--- src/rtl/iob_cache_line_fill.sv ---
// iob_cache_line_fill: captures the beats of a line-replacement read burst into a
// line buffer. When the burst ends it writes the whole line into one way of the
// cache data memory in a single cycle, then pulses done (with an error flag if a
// beat is missing).
// Optional macro IOB_CACHE_LINE_FILL_FWD_EN: forwards the requested critical word
// while the burst is still arriving.
module iob_cache_line_fill #(
  parameter int unsigned FE_DATA_W = 32,
  parameter int unsigned BE_DATA_W = 64,
  parameter int unsigned LINE2BE_W = 2,
  parameter int unsigned NLINES_W  = 7,
  parameter int unsigned NWAYS_W   = 2,
  localparam int unsigned BE2FE_W       = $clog2(BE_DATA_W / FE_DATA_W),
  localparam int unsigned WORD_OFFSET_W = LINE2BE_W + BE2FE_W,
  localparam int unsigned LINE_W        = BE_DATA_W * (2 ** LINE2BE_W),
  localparam int unsigned NWAYS         = 2 ** NWAYS_W,
  localparam int unsigned RADDR_W       = (LINE2BE_W > 0) ? LINE2BE_W : 1
) (
  input  logic                     clk_i,
  input  logic                     reset,
  input  logic                     fill_start_i,
  input  logic [NLINES_W-1:0]      fill_index_i,
  input  logic [NWAYS_W-1:0]       fill_way_i,
  input  logic [WORD_OFFSET_W-1:0] fill_word_i,
  input  logic                     replace_i,
  input  logic                     read_valid_i,
  input  logic [RADDR_W-1:0]       read_addr_i,
  input  logic [BE_DATA_W-1:0]     read_rdata_i,
  output logic [NWAYS-1:0]         mem_we_o,
  output logic [NLINES_W-1:0]      mem_addr_o,
  output logic [LINE_W-1:0]        mem_wdata_o,
  output logic                     fill_busy_o,
  output logic                     fill_done_o,
  output logic                     fill_err_o,
  output logic                     fwd_valid_o,
  output logic [FE_DATA_W-1:0]     fwd_rdata_o
);

  localparam int unsigned NBEATS    = 2 ** LINE2BE_W;
  localparam int unsigned FE_PER_BE = BE_DATA_W / FE_DATA_W;

  typedef enum logic [1:0] {
    IDLE    = 2'd0,
    COLLECT = 2'd1,
    WRITE   = 2'd2,
    DONE    = 2'd3
  } state_t;

  state_t                   r_state, w_state_nxt;
  logic [LINE_W-1:0]        r_line, w_line_nxt;
  logic [NBEATS-1:0]        r_mask, w_mask_nxt;
  logic [NLINES_W-1:0]      r_index, w_index_nxt;
  logic [NWAYS_W-1:0]       r_way, w_way_nxt;
  logic [WORD_OFFSET_W-1:0] r_word, w_word_nxt;
  logic                     r_seen, w_seen_nxt;

  logic [NWAYS-1:0]         r_mem_we, w_mem_we_nxt;
  logic [NLINES_W-1:0]      r_mem_addr, w_mem_addr_nxt;
  logic [LINE_W-1:0]        r_mem_wdata, w_mem_wdata_nxt;
  logic                     r_busy, w_busy_nxt;
  logic                     r_done, w_done_nxt;
  logic                     r_err, w_err_nxt;

  // Single-beat lines have one slot, so the beat index is ignored.
  logic [RADDR_W-1:0]       w_slot;
  assign w_slot = (LINE2BE_W == 0) ? '0 : read_addr_i;

  // State, line buffer and registered outputs.
  always_ff @(posedge clk_i or posedge reset) begin
    if (reset) begin
      r_state     <= IDLE;
      r_line      <= '0;
      r_mask      <= '0;
      r_index     <= '0;
      r_way       <= '0;
      r_word      <= '0;
      r_seen      <= 1'b0;
      r_mem_we    <= '0;
      r_mem_addr  <= '0;
      r_mem_wdata <= '0;
      r_busy      <= 1'b0;
      r_done      <= 1'b0;
      r_err       <= 1'b0;
    end else begin
      r_state     <= w_state_nxt;
      r_line      <= w_line_nxt;
      r_mask      <= w_mask_nxt;
      r_index     <= w_index_nxt;
      r_way       <= w_way_nxt;
      r_word      <= w_word_nxt;
      r_seen      <= w_seen_nxt;
      r_mem_we    <= w_mem_we_nxt;
      r_mem_addr  <= w_mem_addr_nxt;
      r_mem_wdata <= w_mem_wdata_nxt;
      r_busy      <= w_busy_nxt;
      r_done      <= w_done_nxt;
      r_err       <= w_err_nxt;
    end
  end

  // Next state, beat capture, and next values of the registered outputs.
  // Outputs are computed from the state being entered so that they are valid
  // for the whole cycle spent in WRITE or DONE.
  always_comb begin
    w_state_nxt     = r_state;
    w_line_nxt      = r_line;
    w_mask_nxt      = r_mask;
    w_index_nxt     = r_index;
    w_way_nxt       = r_way;
    w_word_nxt      = r_word;
    w_seen_nxt      = r_seen;
    w_mem_we_nxt    = '0;
    w_mem_addr_nxt  = '0;
    w_mem_wdata_nxt = '0;
    w_done_nxt      = 1'b0;
    w_err_nxt       = 1'b0;

    case (r_state)
      IDLE: begin
        if (fill_start_i) begin
          w_index_nxt = fill_index_i;
          w_way_nxt   = fill_way_i;
          w_word_nxt  = fill_word_i;
          w_mask_nxt  = '0;
          w_seen_nxt  = 1'b0;
          w_state_nxt = COLLECT;
        end
      end
      COLLECT: begin
        // A retried burst simply overwrites earlier slots.
        if (read_valid_i) begin
          for (int unsigned k = 0; k < NBEATS; k++) begin
            if (w_slot == RADDR_W'(k)) begin
              w_line_nxt[k*BE_DATA_W +: BE_DATA_W] = read_rdata_i;
              w_mask_nxt[k] = 1'b1;
            end
          end
        end
        if (replace_i) begin
          w_seen_nxt = 1'b1;
        end else if (r_seen) begin
          w_state_nxt     = WRITE;
          w_mem_we_nxt    = NWAYS'(1) << r_way;
          w_mem_addr_nxt  = r_index;
          w_mem_wdata_nxt = w_line_nxt;
        end
      end
      WRITE: begin
        w_state_nxt = DONE;
        w_done_nxt  = 1'b1;
        w_err_nxt   = ~(&r_mask);
      end
      DONE: begin
        w_state_nxt = IDLE;
      end
      default: begin
        w_state_nxt = IDLE;
      end
    endcase

    w_busy_nxt = (w_state_nxt != IDLE);
  end

  assign mem_we_o    = r_mem_we;
  assign mem_addr_o  = r_mem_addr;
  assign mem_wdata_o = r_mem_wdata;
  assign fill_busy_o = r_busy;
  assign fill_done_o = r_done;
  assign fill_err_o  = r_err;

`ifdef IOB_CACHE_LINE_FILL_FWD_EN
  logic                 r_fwd_valid, w_fwd_valid_nxt;
  logic [FE_DATA_W-1:0] r_fwd_rdata, w_fwd_rdata_nxt;
  logic                 r_fwd_done, w_fwd_done_nxt;
  logic [RADDR_W-1:0]   w_fwd_beat;
  int unsigned          w_fwd_fe;

  assign w_fwd_beat = RADDR_W'(r_word >> BE2FE_W);
  assign w_fwd_fe   = 32'(r_word) % FE_PER_BE;

  // Critical-word forward registers.
  always_ff @(posedge clk_i or posedge reset) begin
    if (reset) begin
      r_fwd_valid <= 1'b0;
      r_fwd_rdata <= '0;
      r_fwd_done  <= 1'b0;
    end else begin
      r_fwd_valid <= w_fwd_valid_nxt;
      r_fwd_rdata <= w_fwd_rdata_nxt;
      r_fwd_done  <= w_fwd_done_nxt;
    end
  end

  // Forward the requested word once per fill; r_fwd_done blocks retries.
  always_comb begin
    w_fwd_valid_nxt = 1'b0;
    w_fwd_rdata_nxt = '0;
    w_fwd_done_nxt  = r_fwd_done;
    if ((r_state == IDLE) && fill_start_i) begin
      w_fwd_done_nxt = 1'b0;
    end else if ((r_state == COLLECT) && read_valid_i && !r_fwd_done &&
                 (w_slot == w_fwd_beat)) begin
      w_fwd_valid_nxt = 1'b1;
      w_fwd_rdata_nxt = FE_DATA_W'(read_rdata_i >> (FE_DATA_W * w_fwd_fe));
      w_fwd_done_nxt  = 1'b1;
    end
  end

  assign fwd_valid_o = r_fwd_valid;
  assign fwd_rdata_o = r_fwd_rdata;
`else
  // The latched word offset is only needed for forwarding.
  logic w_unused_word;
  assign w_unused_word = ^r_word;

  assign fwd_valid_o = 1'b0;
  assign fwd_rdata_o = '0;
`endif

endmodule
--- config.mk ---
export PLATFORM = sky130hd
export DESIGN_NAME = iob_cache_line_fill
export DESIGN_NICKNAME = d
export VERILOG_FILES = /design/src/rtl/iob_cache_line_fill.sv
export SDC_FILE = /design/constraint.sdc
export NUM_CORES = 1
export LEC_CHECK = 0
export ABC_AREA = 1
export CORE_ASPECT_RATIO = 1.2
export CORE_MARGIN = 5
export CORE_UTILIZATION = 30
export CTS_BUF_LIST = sky130_fd_sc_hd__clkbuf_8
export CTS_CLUSTER_DIAMETER = 200
export DETAILED_ROUTE_END_ITERATION = 12
export GPL_TIMING_DRIVEN = 1
export HOLD_SLACK_MARGIN = 0.06
export SYNTH_ARGS = -nofsm -noshare
export SYNTH_HDL_FRONTEND = slang
export SYNTH_SLANG_ARGS = --single-unit
--- constraint.sdc ---
create_clock -name clk_i -period 49.8 [get_ports clk_i]
set_input_delay 9.96 -clock clk_i [delete_from_list [all_inputs] [get_ports clk_i]]
set_output_delay 9.96 -clock clk_i [all_outputs]
set_load 0.1 [all_outputs]
==> metrics.csv <==
metric,value,unit
outcome,"complete, no violations",
via_count,16857,
p_per_area,63.1,mW/mm^2
synth-seq-cells,542,
overflow,0,
ios,386,
dieArea,0.0794,sq mm
hpwlAfterDp,38.7,mm
dp.cells,3583,
synth.area.top_cells,"dfrtp_1 (61%), nand2_1 (8.0%), o21ai_0 (6.1%)",
reg2reg_from,r_state[1],
antenna_found_initial,5,
rsz0062_at_grt,false,
swShare,44.2,%
p_total,1770,uW
max_slew_margin,22.7,%
path_cells,clkdlybuf4s50_1 > inv_8 > buf_4 > buf_4 > buf_4 > buf_4,
p_int,987,uW
final_cell_mix,"dfrtp_1 (542), nand2_1 (470), inv_1 (364)",
yosys_warnings,0,
critPathCaptureType,async pin,
post-route-period-util,27.3,%
fin_nets,2817,
p_seq_share,34.9,%
gp_congestion,0.781,
layout_setup_ws,36210,ps
reg2reg_to,mem_wdata_o[38],
clock.fmax,73.6,MHz
postCtsSetupRepairBufs,0,
period_needed,13590,ps
core_area,0.0735,sq mm
cpMostUsedCell,buf_4,
ys_seq_area_share,61.2,%
ant_nets,0,
cts_tree,yes,
synthToLayoutAreaGrowth,26.7,%
drcViolationCount,0,
p_leak,0.0138,uW
first_pass_iters,8,
finalClockSkew,19.7,ps
clockPowerShare,23.8,%
root_buffer,clkbuf_8,
max_stage_delay,890,ps
rows,109,
startpoint_type,input pin,
clock-sinks,542,
grt_first_pass_wirelength,98.4,mm
wl_per_cell,16.9,microns
synth_cell_types,21,
whs_path_depth,1,
p_switching,782,uW
io_buffers,349,
tightestPinTransition,1160,ps
synth_top_area_cell,dfrtp_1,
cp_slowest_cell,buf_4,
track_usage,15.7,%
worstPathArrival,14310,ps
worst-setup-path-type,in2async,
final_common_cell,dfrtp_1,
cts-htree-levels,3,
viasPerCell,4.49,
numCtsBuffers,92,
drive_gt1_share,8.59,%
post-place-ws,35180,ps
clock_path_buffers,3,
syn_area_per_cell,9.15,sq um
hold_start,r_way[1],
crit_fanout,119,
synthesis.area,0.0221,sq mm
r2r_cells,6,
wl,63.3,mm
grt_max_degree,213,
report.final.slew_viol_count,0,
cts_resized,0,
die-height,308,microns
ir_worst_vdd,0.0474,mV
dr.first_iter.drc_count,1168,
start_util,30.1,%
insertion_delay,690,ps
holdBufCountCts,0,
tns,0,ps
die_x,258,microns
hp-class,reg2reg,
netlist_instances,2420,
critPathRequiredTime,50520,ps
reg2reg_slack,45560,ps
hold_end,mem_we_o[1],
instances_no_fill,3755,
clkTransAtPathRegs,60,ps
synth_top_area_share,61.2,%
max_cap_viol_count,0,
finalSetupViolCount,0,
hold_viol,0,
combPwrFrac,41.3,%
grt_pass1_vias,16741,
==> power by group through the flow <==
stage                     Combinational, uW  Sequential, uW  Clock (uW)
after floorplan                         368             856           0
after global routing                    805             629         455
after global placement                  724             621           0
after detailed placement                735             625           0
after CTS                               738             618         437
final                                   731             617         421
==> worst max-delay path by stage <==
stage | from | to | slack [ps] | cells after the start
after floorplan | reset | fill_busy_o | 24690 | 1
after global placement | reset | r_line[13] | 35170 | 6
after detailed placement | reset | r_line[13] | 35180 | 6
after CTS | reset | r_line[10] | 35950 | 6
after global routing | reset | r_line[74] | 35450 | 6
final | reset | r_line[75] | 36210 | 6
==> metrics by stage <==
step / utilization (%) / instance area [sq um] / hold WS [ps]
floorplan: - / 22300 / 432
global placement: 35.5 / 26100 / 450
detailed placement: 35.5 / 26100 / 458
CTS: 38.1 / 28000 / 465
global route: 38.2 / 28000 / 481
finish: 38.2 / 28100 / 460
==> state kept, by name, indices dropped and copies added, names as in the netlist <==
name	count
r_line	256
r_mask	4
mem_addr_o	7
fill_done_o	1
r_way	2
r_seen	1
r_state	2
fill_err_o	1
fill_busy_o	1
r_index	7
mem_wdata_o	256
mem_we_o	4
==> cell type report <==
type / count / area [sq um]
Timing Repair Buffer: 368 / 3660
Inverter: 344 / 1310
Clock inverter: 49 / 354
Multi-Input combinational cell: 1386 / 6380
Fill cell: 7329 / 45500
Tap cell: 943 / 1180
Sequential cell: 542 / 13600
Antenna cell: 7 / 17.5
Clock buffer: 116 / 1600
==> routing by layer <==
layer | share of wire [%] | track usage, %
met1 | 43 | 20.3
met2 | 48 | 25.7
met3 | 5.8 | 3.72
met4 | 3.0 | 5.96
met5 | 0 | 0
==> critical path: cells and delay by family <==
family,cells,cell delay (ps)
buffers and inverters,6,4200
==> kinds of logic (layout without fill, tap and decap cells) <==
| logic type | Yosys count | in the layout | synth area share (%) |
|---|---|---|---|
| simple gates | 1071 | 1071 | 21.6 |
| buf+inv | 524 | 877 | 10.8 |
| other cells | 1 | 40 | 0.0169 |
| compound gates | 282 | 282 | 6.42 |
| flops | 542 | 542 | 61.2 |
==> cell usage after synthesis (all sizes together) <==
master,instances
a22o,1
inv,344
nand3,317
nand2,471
conb,1
nor2,279
nor3,4
o21ai,268
a41oi,1
o211ai,1
buf,133
dfrtp,542
a21oi,11
clkbuf,47
Note: power is estimated with default switching activity, not from simulation.
